<file path="src/rtl/fma16_issue_ctrl.sv">
// Issue controller sharing one pipelined fma16 unit between NREQ requesters.
// Optional build macro FMA16_ISSUE_PERF_EN adds grant/conflict performance counters.
module fma16_issue_ctrl #(
    parameter int NREQ = 2,
    parameter int LAT  = 3
) (
    input  logic                 clk,
    input  logic                 reset,
    input  logic [NREQ-1:0]      req_valid,
    output logic [NREQ-1:0]      req_ready,
    input  logic [NREQ*16-1:0]   req_x,
    input  logic [NREQ*16-1:0]   req_y,
    input  logic [NREQ*16-1:0]   req_z,
    input  logic [NREQ*6-1:0]    req_ctl,
    output logic                 fma_valid,
    output logic [15:0]          fma_x,
    output logic [15:0]          fma_y,
    output logic [15:0]          fma_z,
    output logic [5:0]           fma_ctl,
    input  logic [15:0]          fma_result,
    input  logic [3:0]           fma_flags,
    output logic [NREQ-1:0]      rsp_valid,
    input  logic [NREQ-1:0]      rsp_ready,
    output logic [NREQ*16-1:0]   rsp_result,
    output logic [NREQ*4-1:0]    rsp_flags
`ifdef FMA16_ISSUE_PERF_EN
    ,
    output logic [15:0]          perf_issued,
    output logic [15:0]          perf_conflict
`endif
);

    localparam int IDW = $clog2(NREQ);

    logic [IDW-1:0]  ptr;
    logic [NREQ-1:0] busy;
    logic [NREQ-1:0] eligible;
    logic            grant_any;
    logic            grant;
    logic [IDW-1:0]  grant_id;
    logic            cap_vld;
    logic [IDW-1:0]  cap_id;

    assign eligible = req_valid & ~busy;
    assign grant    = grant_any & ~reset;

    // Rotating-priority search: first eligible requester at or above ptr, wrapping.
    always_comb begin
        logic [IDW:0] cand;
        grant_any = 1'b0;
        grant_id  = '0;
        cand      = '0;
        for (int k = 0; k < NREQ; k++) begin
            cand = {1'b0, ptr} + (IDW+1)'(k);
            if (cand >= (IDW+1)'(NREQ))
                cand = cand - (IDW+1)'(NREQ);
            if (!grant_any && eligible[cand[IDW-1:0]]) begin
                grant_any = 1'b1;
                grant_id  = cand[IDW-1:0];
            end
        end
    end

    always_comb begin
        req_ready = '0;
        if (grant)
            req_ready[grant_id] = 1'b1;
    end

    // Stage p0 -> issue register: operands of the granted requester go to the shared unit.
    always_ff @(posedge clk or posedge reset) begin
        if (reset) begin
            ptr       <= '0;
            fma_valid <= 1'b0;
            fma_x     <= '0;
            fma_y     <= '0;
            fma_z     <= '0;
            fma_ctl   <= '0;
        end else begin
            fma_valid <= grant;
            if (grant) begin
                ptr     <= (grant_id == IDW'(NREQ-1)) ? '0 : grant_id + 1'b1;
                fma_x   <= req_x[16*grant_id +: 16];
                fma_y   <= req_y[16*grant_id +: 16];
                fma_z   <= req_z[16*grant_id +: 16];
                fma_ctl <= req_ctl[6*grant_id +: 6];
            end
        end
    end

    // Tag pipe mirrors the unit latency; with LAT=0 the unit result is taken on the grant edge.
    generate
        if (LAT == 0) begin : g_comb
            assign cap_vld = grant;
            assign cap_id  = grant_id;
        end else begin : g_pipe
            logic [LAT-1:0] tag_vld_p;
            logic [IDW-1:0] tag_id_p [LAT];

            always_ff @(posedge clk or posedge reset) begin
                if (reset) begin
                    tag_vld_p <= '0;
                    for (int s = 0; s < LAT; s++)
                        tag_id_p[s] <= '0;
                end else begin
                    tag_vld_p[0] <= grant;
                    tag_id_p[0]  <= grant_id;
                    for (int s = 1; s < LAT; s++) begin
                        tag_vld_p[s] <= tag_vld_p[s-1];
                        tag_id_p[s]  <= tag_id_p[s-1];
                    end
                end
            end

            assign cap_vld = tag_vld_p[LAT-1];
            assign cap_id  = tag_id_p[LAT-1];
        end
    endgenerate

    // Response stage: capture by tag id, hold until the requester accepts.
    always_ff @(posedge clk or posedge reset) begin
        if (reset) begin
            busy       <= '0;
            rsp_valid  <= '0;
            rsp_result <= '0;
            rsp_flags  <= '0;
        end else begin
            for (int i = 0; i < NREQ; i++) begin
                if (grant && grant_id == IDW'(i))
                    busy[i] <= 1'b1;
                else if (rsp_valid[i] && rsp_ready[i])
                    busy[i] <= 1'b0;

                if (cap_vld && cap_id == IDW'(i)) begin
                    rsp_valid[i]          <= 1'b1;
                    rsp_result[16*i +: 16] <= fma_result;
                    rsp_flags[4*i +: 4]    <= fma_flags;
                end else if (rsp_valid[i] && rsp_ready[i]) begin
                    rsp_valid[i] <= 1'b0;
                end
            end
        end
    end

`ifdef FMA16_ISSUE_PERF_EN
    logic conflict;
    assign conflict = |(eligible & (eligible - 1'b1));

    always_ff @(posedge clk or posedge reset) begin
        if (reset) begin
            perf_issued   <= '0;
            perf_conflict <= '0;
        end else begin
            if (grant && perf_issued != 16'hFFFF)
                perf_issued <= perf_issued + 1'b1;
            if (conflict && perf_conflict != 16'hFFFF)
                perf_conflict <= perf_conflict + 1'b1;
        end
    end
`endif

endmodule
</file>
<file path="config.mk">
export PLATFORM = sky130hd
export DESIGN_NAME = fma16_issue_ctrl
export DESIGN_NICKNAME = d
export VERILOG_FILES = /design/src/rtl/fma16_issue_ctrl.sv
export SDC_FILE = /design/constraint.sdc
export NUM_CORES = 1
export LEC_CHECK = 0
export CAP_MARGIN = 5
export CELL_PAD_IN_SITES_DETAIL_PLACEMENT = 1
export CELL_PAD_IN_SITES_GLOBAL_PLACEMENT = 2
export CORE_AREA = 2 2 141 129
export DETAILED_ROUTE_END_ITERATION = 7
export DIE_AREA = 0 0 143 131
export GPL_ROUTABILITY_DRIVEN = 0
export PLACE_DENSITY = 0.88
export SETUP_SLACK_MARGIN = 0.1
export SYNTH_ARGS = -nofsm -noshare
export SYNTH_HDL_FRONTEND = slang
export SYNTH_SLANG_ARGS = --single-unit
</file>
<file path="constraint.sdc">
create_clock -name clk -period 7.61 [get_ports clk]
set_input_delay 1.522 -clock clk [delete_from_list [all_inputs] [get_ports clk]]
set_output_delay 1.522 -clock clk [all_outputs]
set_load 0.1 [all_outputs]
</file>
Word level (Yosys, flattened, before mapping)
Cells that the tools add are included.
- $add $sub $neg: 4
- multipliers: 1
- magnitude comparators: 6
- shifts and indexed selects: 4
- mux-type cells: 20
- bitwise gates (word level): 6
- reductions and logical operators: 13
- operators with widths (kind ; count):
    indexed part select 32 x 6 -> 16 bit ; 3
    2-to-1 mux 1 bit ; 18
    indexed part select 12 x 5 -> 6 bit ; 1
    logical AND 1 bit ; 8
    nonzero test 2 bit ; 4
    less-than comparator 1 x 2 -> 1 bit, second input constant ; 3
    multiplier 2 x 1 -> 3 bit, first input constant ; 1
    inverter 1 bit ; 3
    adder 1 x 1 -> 2 bit, second input constant ; 1
    AND 2 bit ; 1
    >= comparator 1 x 2 -> 1 bit, second input constant ; 1
    >= comparator 2 bit, second input constant ; 1
    2-to-1 mux 2 bit ; 1
    inverter 2 bit ; 1
    subtractor 1 bit, second input constant ; 2
    adder 1 bit, second input constant ; 1
    AND 1 bit ; 1
    demux 1 bit (select 1 bit) ; 1
    >= comparator 1 bit, second input constant ; 1
    logical NOT 1 bit ; 1
- register bits: 106
- input bits: 134
- output and inout port bits: 99
- logic and storage cells: 72

Logic depth before layout (Yosys ltp)
Gate-level depths: netlist of the first run.
- word-level depth: 13
- gate-level depth with buffers: 5
- mapped depth without buffers: 3

Least setup slack after synthesis of the first run
No wires, ideal clock.
- path type: input to output
- start: input port req_valid[1]
- end: output port req_ready[1]
- data arrival time: 4.088 ns
- data required time: 6.088 ns
- setup slack: 2.000 ns
- cell stages on the path: 4
- path buffers: 2
- cells stage by stage: nand2b_1 buf_4 clkbuf_1 nor3_1
- word-level cells in the longest chain between the ends: 12
- elaborated cells on any way between the ends: 18
- those cells by class: 2 x order compare; 11 x mux; 2 x bitwise; 3 x reduce/logical
- ends and longest elaborated chain (item ; RTL line ; RTL):
    start, declared ; 9 ; input logic [NREQ-1:0] req_valid,
    AND 2 bit * ; 44 ; assign eligible = req_valid & ~busy;
    2-to-1 mux 1 bit (implied by the code) (2 in series) ; 57 ; if (!grant_any && eligible[cand[IDW-1:0]]) begin
    2-to-1 mux 1 bit ; 57 ;
    logical NOT 1 bit ; 57 ;
    logical AND 1 bit ; 57 ;
    2-to-1 mux 1 bit ; 57 ;
    less-than comparator 1 x 2 -> 1 bit (implied by the code) / >= comparator 1 bit (equally long branches) ; 67 ; req_ready[grant_id] = 1'b1;
    logical AND 1 bit (implied by the code) ; 67 ;
    2-to-1 mux 1 bit (implied by the code) ; 67 ;
    demux 1 bit (select 1 bit) ; 67 ;
    2-to-1 mux 2 bit * ; 66 ; if (grant)
    end, declared ; 10 ; output logic [NREQ-1:0] req_ready,
Every way passes the cells marked *; elsewhere a longest branch is shown, timed or not. The select of a mux whose other input is x is not followed.

Worst setup path after layout of the first run
Ends and elaborated chain as after synthesis.

==> metrics.txt, run 1 <==
# TYPE chip_impl_metric gauge
chip_impl_info{name="status",value="completed"} 1
chip_impl_metric{name="via_per_inst",unit=""} 4.858
chip_impl_metric{name="finish.net_count",unit=""} 656
chip_impl_metric{name="max_stage_delay",unit="ps"} 1200
chip_impl_metric{name="layout_worst_path_cycle_share",unit=""} 0.7288
chip_impl_metric{name="worst_ep_required_time",unit="ps"} 6090
chip_impl_metric{name="synth.cell_area",unit="um^2"} 4415
chip_impl_metric{name="crit_buf_inv",unit=""} 3
chip_impl_metric{name="post_synth_fa_ha_maj_area_fraction",unit=""} 0
chip_impl_metric{name="rows",unit=""} 46
chip_impl_metric{name="rrSetupSlack",unit="ps"} 5150
chip_impl_metric{name="ys.warnings.count",unit=""} 0
chip_impl_metric{name="timing.final.max_slew_violations",unit=""} 0
chip_impl_metric{name="slew_headroom",unit=""} 0.2238
chip_impl_metric{name="start_util",unit=""} 0.2549
chip_impl_info{name="hold_path.class",value="flip-flop to flip-flop"} 1
chip_impl_info{name="worstPathCellList",value="clkdlybuf4s50_1 -> nand2b_2 -> buf_4 -> nor3_1 -> clkdlybuf4s50_1"} 1
chip_impl_metric{name="muxShareOfSynthArea",unit=""} 0.1020
chip_impl_metric{name="maximum_number_of_pins_on_one_net_before_global_route_repair",unit=""} 68
chip_impl_metric{name="placed_cell_area",unit="um^2"} 6900
chip_impl_metric{name="cts.htree.levels",unit=""} 3
chip_impl_metric{name="first_pass_iters",unit=""} 4
chip_impl_info{name="setup.worst_path.start_class",value="input port"} 1
chip_impl_metric{name="clock_latency",unit="ps"} 350
chip_impl_metric{name="die_boundary_height",unit="um"} 131
chip_impl_metric{name="ys_types",unit=""} 19
chip_impl_metric{name="drt_iter0_drc",unit=""} 179
chip_impl_metric{name="synthesis.nets",unit=""} 442
chip_impl_metric{name="track_usage",unit=""} 0.1622
chip_impl_metric{name="ctsLongestPathBuffers",unit=""} 2
chip_impl_metric{name="fp.dieArea",unit="um^2"} 18730
chip_impl_metric{name="met3WireLength",unit="um"} 1199
chip_impl_info{name="cts_tree",value="done"} 1
chip_impl_metric{name="critical_path_peak_fanout",unit=""} 57
chip_impl_info{name="timing.setup.critical_path_class",value="input port to output pin"} 1
chip_impl_metric{name="worst_pin_slew",unit="ps"} 1164
chip_impl_metric{name="synth_compound_gate_area_share",unit=""} 0.1354
chip_impl_metric{name="clock_buffers_created_by_tritoncts",unit=""} 9
chip_impl_info{name="top_layer_used",value="met4"} 1
chip_impl_metric{name="mapped_avg_cell_area",unit="um^2"} 14.34
chip_impl_metric{name="grt_first_pass_wirelength",unit="um"} 23450
chip_impl_metric{name="layout_min_cycle_time",unit="ps"} 5546
chip_impl_metric{name="fp.coreArea",unit="um^2"} 17320
chip_impl_metric{name="diodes",unit=""} 0
chip_impl_metric{name="report.final.setup_viol",unit=""} 0
chip_impl_metric{name="worstPathArrival",unit="ps"} 4020
chip_impl_metric{name="detail_route.wl_per_cell",unit="um"} 19.54
chip_impl_metric{name="postRouteWirelength",unit="um"} 14960
chip_impl_metric{name="dpl.hpwl",unit="um"} 10330
chip_impl_metric{name="gr-total-overflow",unit=""} 0
chip_impl_metric{name="cts.reportedPaths.clkPinSlew",unit="ps"} 70
chip_impl_metric{name="postLayoutCoreUtil",unit=""} 0.4157
chip_impl_metric{name="flow.area_growth_from_synthesis",unit="%"} 63.11
chip_impl_metric{name="synthesis.instances",unit=""} 308
chip_impl_metric{name="post-route-cell-area",unit="um^2"} 7202
chip_impl_metric{name="fin_worst_skew",unit="ps"} 5.649
chip_impl_metric{name="cts.sinks",unit=""} 105
chip_impl_metric{name="route.antenna.remaining_nets",unit=""} 0
chip_impl_info{name="start_point_of_the_worst_hold_path",value="g_pipe.tag_id_p[2]"} 1
chip_impl_metric{name="yosys_register_bits",unit=""} 105
chip_impl_metric{name="xor_xnor_portion_of_the_synthesized_cell_area",unit=""} 0
chip_impl_metric{name="design.portCount",unit=""} 233
chip_impl_info{name="timing.critical_path.mode_cell",value="clkdlybuf4s50_1"} 1
chip_impl_info{name="path_delay_family",value="buffers and inverters"} 1
chip_impl_info{name="largest_family_of_logic_cells_by_synthesized_area",value="compound AO/OA/AOI/OAI gates"} 1
chip_impl_metric{name="post_cts_buffers",unit=""} 0
chip_impl_metric{name="first_global_vias",unit=""} 4207
chip_impl_metric{name="hold_viol_final",unit=""} 0
chip_impl_metric{name="cts.hold.buffers_added",unit=""} 0
chip_impl_info{name="cts_root_buf",value="clkbuf_16"} 1
chip_impl_metric{name="synth.yosys.seq_area_share",unit=""} 0.5951
chip_impl_metric{name="cap_violations",unit=""} 0
chip_impl_info{name="critical-path-slowest-cell",value="clkdlybuf4s50_1"} 1
chip_impl_metric{name="synth_simple_gate_area_share",unit=""} 0.1187
chip_impl_info{name="unrepaired_setup_endpoints_after_global_routing",value="false"} 1
chip_impl_metric{name="drive_above_1_share",unit=""} 0.1274
chip_impl_info{name="timing.critical_path.to_type",value="output pin"} 1
chip_impl_metric{name="numPortBuffers",unit=""} 232
chip_impl_metric{name="m1WireLength",unit="um"} 6193
chip_impl_metric{name="vias",unit=""} 3721
chip_impl_metric{name="routed-wl-met2",unit="um"} 7393
chip_impl_metric{name="achievable-frequency",unit="MHz"} 180.3
chip_impl_metric{name="fp.dieW",unit="um"} 143
chip_impl_metric{name="final.setup.tns",unit="ps"} 0
chip_impl_metric{name="cts_resized",unit=""} 0
chip_impl_metric{name="post-route-drc-count",unit=""} 0
chip_impl_metric{name="grt_antenna_before_repair",unit=""} 0
chip_impl_info{name="worst_r2r_startpoint",value="busy[1]"} 1
chip_impl_info{name="crit_path_start",value="req_valid[1]"} 1
[metrics by stage]
step                      worst slack, ps  hold WS (ps)  instances
final                                2064         356.5        766
after global placement               2143         332.2        751
after global routing                 1942         365.6        766
after detailed placement             2042         345.1        751
after CTS                            2037         361.8        766
after floorplan                      2000         331.2        308
[worst register-to-register path: cells and delay by family, from the launching register on]
family	cells	cell delay, ps
buffers and inverters	1	530
DFF	1	370
and+or+nand+nor	1	120
AOI/OAI and AO/OA	2	1380
[worst paths after layout]
check                           depth (start not counted)                  to
worst min-delay path                                    0  g_pipe.tag_id_p[1]
worst max-delay path                                    5        req_ready[1]
min in group asynchronous                               3            fma_x[0]
max in group asynchronous                               4            fma_x[2]
worst min register to register                          0  g_pipe.tag_id_p[1]
worst max register to register                          4          fma_ctl[5]
[per-layer routing]
metal | up-vias | GRT usage
met5 | - | 0
met4 | 0 | 0.04485
met3 | 14 | 0.05794
met2 | 152 | 0.2781
met1 | 1908 | 0.1938
li1 | 1647 | -
[cells by family after synthesis]
kind of cell / after synthesis
compound gates: 61
buf+inv: 39
flops: 105
mux: 40
simple gates: 63
[cells in the mapped netlist]
cell type  instances  area (um^2)
buf_4              4        30.03
a311oi_2           1        15.01
o21ai_0            1        5.000
mux2_2            40        450.4
nand2b_1           2        12.51
nor3_1             1        5.000
inv_1              5        18.77
nor2_1             1        3.750
a221o_1           54        540.5
buf_2             13        65.06
nor3b_2            1        12.51
clkbuf_1          11        41.29
a21o_1             5        37.54
dfrtp_1          105         2628
buf_6              5        56.30
buf_1              1        3.750
nand2_1            3        11.26
nor4b_1           54        473.0
nor2b_1            1        6.260
[flip-flops by register name, indices dropped and copies added, names as in the netlist]
register,count
fma_ctl,6
fma_z,16
g_pipe.tag_vld_p,3
cap_id,1
rsp_flags,8
busy,2
fma_x,16
fma_y,16
g_pipe.tag_id_p,2
ptr,1
rsp_result,32
rsp_valid,2
[placed cells by master, fill, tap and decap left out, types with 2 or more instances in the layout]
master / count
a21o_1: 4
a221o_1: 54
buf_4: 5
clkbuf_16: 9
clkdlybuf4s50_1: 231
clkinvlp_4: 2
dfrtp_1: 105
inv_1: 4
inv_8: 2
mux2_2: 40
nand2_1: 3
nor4b_1: 54
[layout make-up]
type	count	area [um^2]
fillers	1799	10120
flip-flops and latches	105	2628
repair buffers	237	2355
multi-input cells	164	1597
well taps	240	300.3
clock buffers	9	225.2
clock inverters	6	76.32
inverters	5	21.27
Power of run 1 is not shown: default switching activity piles up to over one toggle a cycle in this logic, so the estimate is an artifact.
==> inputs of run 2 (changes only) <==
CORE_AREA = 2 2 153 140   (was 2 2 141 129)
DIE_AREA = 0 0 155 142   (was 0 0 143 131)
PLACE_DENSITY = 0.79   (was 0.88)
clock period = 4.9 ns   (was 7.61 ns; I/O delays follow)
==> run 2 against run 1 <==
  * Global-route usage down 2.5 points
  * Hold slack hardly changed
  * Critical path depth fell by 1
  * Die area is 17% higher
  * Sequential cell count is the same
  * Via count up 0.19%
  * Final cell count increased by 2.7%
  * Non-clock buffer count is the same
  * Design area grew 0.12%
  * Count of clock-buffer cells in the layout did not move
  * Routed wire length up 0.21%
  * Highest routed layer unchanged
==> metrics.txt, run 2 (synthesis results as in run 1) <==
# TYPE chip_impl_metric gauge
chip_impl_info{name="unrepaired_setup_endpoints_after_global_routing",value="false"} 1
chip_impl_metric{name="grt_antenna_before_repair",unit=""} 1
chip_impl_metric{name="finish.net_count",unit=""} 656
chip_impl_info{name="hold_path.class",value="flip-flop to flip-flop"} 1
chip_impl_metric{name="design.portCount",unit=""} 233
chip_impl_metric{name="detail_route.wl_per_cell",unit="um"} 19.05
chip_impl_info{name="cts_root_buf",value="clkbuf_16"} 1
chip_impl_metric{name="slew_headroom",unit=""} 0.2169
chip_impl_metric{name="critical_path_peak_fanout",unit=""} 2
chip_impl_metric{name="gr-total-overflow",unit=""} 0
chip_impl_metric{name="final.setup.tns",unit="ps"} 0
chip_impl_metric{name="post-route-drc-count",unit=""} 0
chip_impl_metric{name="drive_above_1_share",unit=""} 0.1328
chip_impl_metric{name="worst_ep_required_time",unit="ps"} 3920
chip_impl_metric{name="total_area_of_multi_input_combinational_cells",unit="um^2"} 1597
chip_impl_info{name="setup.worst_path.start_class",value="input port"} 1
chip_impl_info{name="crit_path_start",value="req_valid[1]"} 1
chip_impl_metric{name="seq_area",unit="um^2"} 2628
chip_impl_metric{name="placedCellCount",unit=""} 771
chip_impl_metric{name="largest_register_ff_count",unit=""} 32
chip_impl_metric{name="cts.reportedPaths.clkPinSlew",unit="ps"} 80
chip_impl_info{name="status",value="completed"} 1
chip_impl_metric{name="dpl.hpwl",unit="um"} 10660
chip_impl_metric{name="post_cts_buffers",unit=""} 0
chip_impl_metric{name="cts.htree.levels",unit=""} 3
chip_impl_metric{name="grt_first_pass_wirelength",unit="um"} 23600
chip_impl_metric{name="layout_worst_path_cycle_share",unit=""} 0.6441
chip_impl_metric{name="fp.coreArea",unit="um^2"} 20460
chip_impl_metric{name="cts.sinks",unit=""} 105
chip_impl_metric{name="drt_iter0_drc",unit=""} 102
chip_impl_info{name="worst_r2r_startpoint",value="busy[1]"} 1
chip_impl_metric{name="die_boundary_height",unit="um"} 142
chip_impl_metric{name="clock_buffers_created_by_tritoncts",unit=""} 9
chip_impl_metric{name="flow.area_growth_from_synthesis",unit="%"} 63.30
chip_impl_metric{name="via_per_inst",unit=""} 4.737
chip_impl_metric{name="worstPathArrival",unit="ps"} 2180
chip_impl_metric{name="maximum_number_of_pins_on_one_net_before_global_route_repair",unit=""} 76
chip_impl_metric{name="ctsLongestPathBuffers",unit=""} 2
chip_impl_info{name="timing.setup.critical_path_class",value="input port to output pin"} 1
chip_impl_info{name="cts_tree",value="done"} 1
chip_impl_metric{name="rows",unit=""} 50
chip_impl_info{name="regMostFlops",value="rsp_result"} 1
chip_impl_metric{name="layout_min_cycle_time",unit="ps"} 3156
chip_impl_metric{name="clock_latency",unit="ps"} 350
chip_impl_metric{name="first_pass_iters",unit=""} 4
chip_impl_info{name="layout.cells.most_common_list",value="clkdlybuf4s50_1 (229), dfrtp_1 (105), nor4b_1 (54), a221o_1 (54), mux2_2 (40)"} 1
chip_impl_metric{name="cap_violations",unit=""} 0
chip_impl_metric{name="numPortBuffers",unit=""} 232
chip_impl_metric{name="diodes",unit=""} 0
chip_impl_metric{name="postLayoutSetupSlackWorst",unit="ps"} 1744
chip_impl_info{name="start_point_of_the_worst_hold_path",value="g_pipe.tag_id_p[1]"} 1
chip_impl_metric{name="report.final.setup_viol",unit=""} 0
chip_impl_metric{name="finish.cell_count_without_fillers",unit=""} 787
chip_impl_metric{name="pre_cts_ws",unit="ps"} 1354
chip_impl_info{name="layout.cells.most_common",value="clkdlybuf4s50_1"} 1
chip_impl_metric{name="postRouteWirelength",unit="um"} 15000
chip_impl_metric{name="cts_resized",unit=""} 0
chip_impl_metric{name="worst_pin_slew",unit="ps"} 1169
chip_impl_metric{name="start_util",unit=""} 0.2158
chip_impl_metric{name="fill_cells",unit=""} 2206
chip_impl_metric{name="vias",unit=""} 3728
chip_impl_metric{name="cts.hold.buffers_added",unit=""} 0
chip_impl_metric{name="fp.dieArea",unit="um^2"} 22010
chip_impl_metric{name="fp.dieW",unit="um"} 155
chip_impl_metric{name="first_global_vias",unit=""} 4100
chip_impl_metric{name="fin_worst_skew",unit="ps"} 7.730
chip_impl_info{name="timing.critical_path.to_type",value="output pin"} 1
chip_impl_metric{name="hold_viol_final",unit=""} 0
chip_impl_metric{name="timing.final.max_slew_violations",unit=""} 0
chip_impl_metric{name="achievable-frequency",unit="MHz"} 316.9
chip_impl_metric{name="track_usage",unit=""} 0.1376
chip_impl_metric{name="route.antenna.remaining_nets",unit=""} 0
run 2: changes by cell type in the layout (fill, tap and decap cells not counted):
cell	change
clkinv_8	+1
buf_4	+2
bufinv_16	-1
inv_6	+1
clkdlybuf4s50_1	-2
inv_8	-1
clkinv_2	+1
run 2: critical path, stage by stage:
cell             delay, ps
clkdlybuf4s50_1        550
nand2b_2                80
nor3_1                 230
buf_4                  340
run 2: worst paths after layout:
kind / to / slack [ps] / cells past startpoint
worst max-delay path: req_ready[1] / 1740 / 4
worst min-delay path: cap_id / 360 / 0
worst max register to register: fma_z[4] / 2490 / 4
worst min register to register: cap_id / 360 / 0
max in group asynchronous: rsp_flags[3] / 2830 / 3
min in group asynchronous: fma_x[6] / 1120 / 2
run 2: final cells by class:
class                      instances  share of cell area
sequential                       105              0.3644
clock inverter                     7            0.009023
multi-input combinational        164              0.2214
clock buffer                       9             0.03123
tap                              260             0.04512
timing repair buffer             237              0.3259
inverter                           5            0.002950
run 2: layer usage:
metal / track usage / part of all wire
met5: 0 / 0
met2: 0.2175 / 0.47
met1: 0.1744 / 0.43
met4: 0.04288 / 0.017
met3: 0.05268 / 0.083
run 2: metrics by stage:
step / utilization / cell area, um^2 / hold slack (ps)
after CTS: 0.3525 / 7211 / 357.3
after global placement: 0.3383 / 6920 / 335.0
after global routing: 0.3525 / 7211 / 365.7
after floorplan: - / 4415 / 331.2
after detailed placement: 0.3383 / 6920 / 338.6
final: 0.3525 / 7211 / 356.2
Power of run 2 is left out for the same reason.
==> inputs of run 3 (changes only) <==
CORE_AREA = 2 2 146 134   (was 2 2 153 140)
DIE_AREA = 0 0 148 136   (was 0 0 155 142)
PLACE_DENSITY = 0.82   (was 0.79)
clock period = 3.2 ns   (was 4.9 ns; I/O delays follow)
==> run 3 against run 2 <==
  * Sequential cell count did not move
  * Count of clock-buffer cells in the layout rose by 2
  * Non-clock buffer count rose by 3
  * Hold slack improved by 2.3 ps
  * Register-to-register slack got worse by 1200 ps
  * Clock skew rose by 4.0 ps
  * Via count rose by 0.59%
  * Sequential share of layout area rose by 0.93 points
  * Critical path depth did not move
  * Critical path type unchanged
==> metrics.txt, run 3 (synthesis results as in run 1) <==
# TYPE chip_impl_metric gauge
chip_impl_metric{name="dpl.hpwl",unit="um"} 10320
chip_impl_info{name="start_point_of_the_worst_hold_path",value="g_pipe.tag_id_p[2]"} 1
chip_impl_metric{name="fin_worst_skew",unit="ps"} 11.72
chip_impl_metric{name="post-route-drc-count",unit=""} 0
chip_impl_info{name="setup.worst_path.start_class",value="input port"} 1
chip_impl_metric{name="post_cts_buffers",unit=""} 0
chip_impl_metric{name="clock_latency",unit="ps"} 350
chip_impl_metric{name="critical_path_peak_fanout",unit=""} 4
chip_impl_metric{name="first_global_vias",unit=""} 4092
chip_impl_metric{name="postRouteWirelength",unit="um"} 14610
chip_impl_metric{name="cts.hold.buffers_added",unit=""} 0
chip_impl_info{name="worst_r2r_startpoint",value="busy[0]"} 1
chip_impl_metric{name="flow.area_growth_from_synthesis",unit="%"} 59.25
chip_impl_metric{name="layout_worst_path_cycle_share",unit=""} 0.7663
chip_impl_info{name="cts_root_buf",value="clkbuf_16"} 1
chip_impl_info{name="timing.critical_path.to_type",value="output pin"} 1
chip_impl_info{name="cts_tree",value="done"} 1
chip_impl_metric{name="worstPathArrival",unit="ps"} 1810
chip_impl_metric{name="via_per_inst",unit=""} 4.808
chip_impl_info{name="status",value="completed"} 1
chip_impl_metric{name="clock_buffers_created_by_tritoncts",unit=""} 9
chip_impl_metric{name="numPortBuffers",unit=""} 232
chip_impl_metric{name="achievable-frequency",unit="MHz"} 407.8
chip_impl_metric{name="first_pass_iters",unit=""} 4
chip_impl_metric{name="slew_headroom",unit=""} 0.2089
chip_impl_metric{name="grt_antenna_before_repair",unit=""} 0
chip_impl_info{name="layout.cells.most_common",value="clkdlybuf4s50_1"} 1
chip_impl_metric{name="fin_hold_ws",unit="ps"} 358.4
chip_impl_metric{name="worst_pin_slew",unit="ps"} 1181
chip_impl_metric{name="die_boundary_height",unit="um"} 136
chip_impl_metric{name="drt_iter0_drc",unit=""} 137
chip_impl_info{name="layout.cells.most_common_list",value="clkdlybuf4s50_1 (132), dfrtp_1 (105), buf_4 (103)"} 1
chip_impl_metric{name="met2_usage",unit=""} 0.2500
chip_impl_info{name="regMostFlops",value="rsp_result"} 1
chip_impl_metric{name="route.antenna.remaining_nets",unit=""} 0
chip_impl_metric{name="drive_above_1_share",unit=""} 0.3208
chip_impl_metric{name="worst_ep_required_time",unit="ps"} 2560
chip_impl_info{name="timing.setup.critical_path_class",value="input port to output pin"} 1
chip_impl_metric{name="fp.dieArea",unit="um^2"} 20130
chip_impl_metric{name="track_usage",unit=""} 0.1450
chip_impl_metric{name="groute.layer.met1.usage",unit=""} 0.1774
chip_impl_metric{name="grt_first_pass_wirelength",unit="um"} 22780
chip_impl_metric{name="start_util",unit=""} 0.2356
chip_impl_metric{name="maximum_number_of_pins_on_one_net_before_global_route_repair",unit=""} 106
chip_impl_metric{name="hold_viol_final",unit=""} 0
chip_impl_metric{name="ctsLongestPathBuffers",unit=""} 2
chip_impl_metric{name="fp.dieW",unit="um"} 148
chip_impl_metric{name="cts.sinks",unit=""} 105
chip_impl_info{name="unrepaired_setup_endpoints_after_global_routing",value="false"} 1
chip_impl_metric{name="cts.htree.levels",unit=""} 3
chip_impl_metric{name="fp.coreArea",unit="um^2"} 18740
chip_impl_metric{name="rows",unit=""} 48
chip_impl_metric{name="layout_min_cycle_time",unit="ps"} 2452
chip_impl_metric{name="cap_violations",unit=""} 0
chip_impl_metric{name="timing.final.max_slew_violations",unit=""} 0
chip_impl_info{name="globalRoute.busiestLayer",value="met2"} 1
chip_impl_info{name="hold_path.class",value="flip-flop to flip-flop"} 1
chip_impl_metric{name="design.portCount",unit=""} 233
chip_impl_metric{name="detail_route.wl_per_cell",unit="um"} 18.73
chip_impl_info{name="crit_path_start",value="req_valid[1]"} 1
chip_impl_metric{name="final.setup.tns",unit="ps"} 0
chip_impl_metric{name="gr-total-overflow",unit=""} 0
chip_impl_metric{name="grt.met3_usage",unit=""} 0.04161
chip_impl_metric{name="diodes",unit=""} 0
chip_impl_metric{name="cts_resized",unit=""} 0
chip_impl_metric{name="finish.net_count",unit=""} 659
chip_impl_metric{name="report.final.setup_viol",unit=""} 0
chip_impl_metric{name="cts.reportedPaths.clkPinSlew",unit="ps"} 70
chip_impl_metric{name="vias",unit=""} 3750
chip_impl_metric{name="largest_register_ff_count",unit=""} 32
-- run 3: critical path, stage by stage --
cell,delay (ps)
clkdlybuf4s50_1,550
nand2b_2,120
nor3_2,280
buf_12,220
-- run 3: worst paths after layout --
path / endpoint / slack [ps] / depth (start not counted)
max: req_ready[1] / 750 / 4
min: g_pipe.tag_id_p[1] / 360 / 0
max reg2reg: fma_z[7] / 1270 / 4
min reg2reg: g_pipe.tag_id_p[1] / 360 / 0
max in group asynchronous: fma_z[0] / 2010 / 3
min in group asynchronous: ptr / 710 / 3
-- run 3: cell type report --
class	instances	area, um^2
fillers	2015	11710
inverters	5	22.52
clock buffers	11	242.7
multi-input cells	164	1602
well taps	250	312.8
clock inverters	5	45.04
flip-flops and latches	105	2628
repair buffers	240	2180
-- run 3: metrics by stage --
step | cells | utilization | area (um^2) | setup slack [ps]
after detailed placement | 764 | 0.3599 | 6744 | 649.0
final | 780 | 0.3753 | 7032 | 748.0
after global placement | 764 | 0.3599 | 6744 | 725.8
after CTS | 780 | 0.3753 | 7032 | 740.8
after global routing | 780 | 0.3753 | 7032 | 707.2
after floorplan | 308 | - | 4424 | 246.6
-- run 3: routing by layer --
layer  vias to the layer above  routed length (um)
met5                         -                   0
met4                         0                 159
met3                        10                1004
met2                       149                7287
met1                      1936                6160
li1                       1655                   -
Power of run 3 is left out for the same reason.
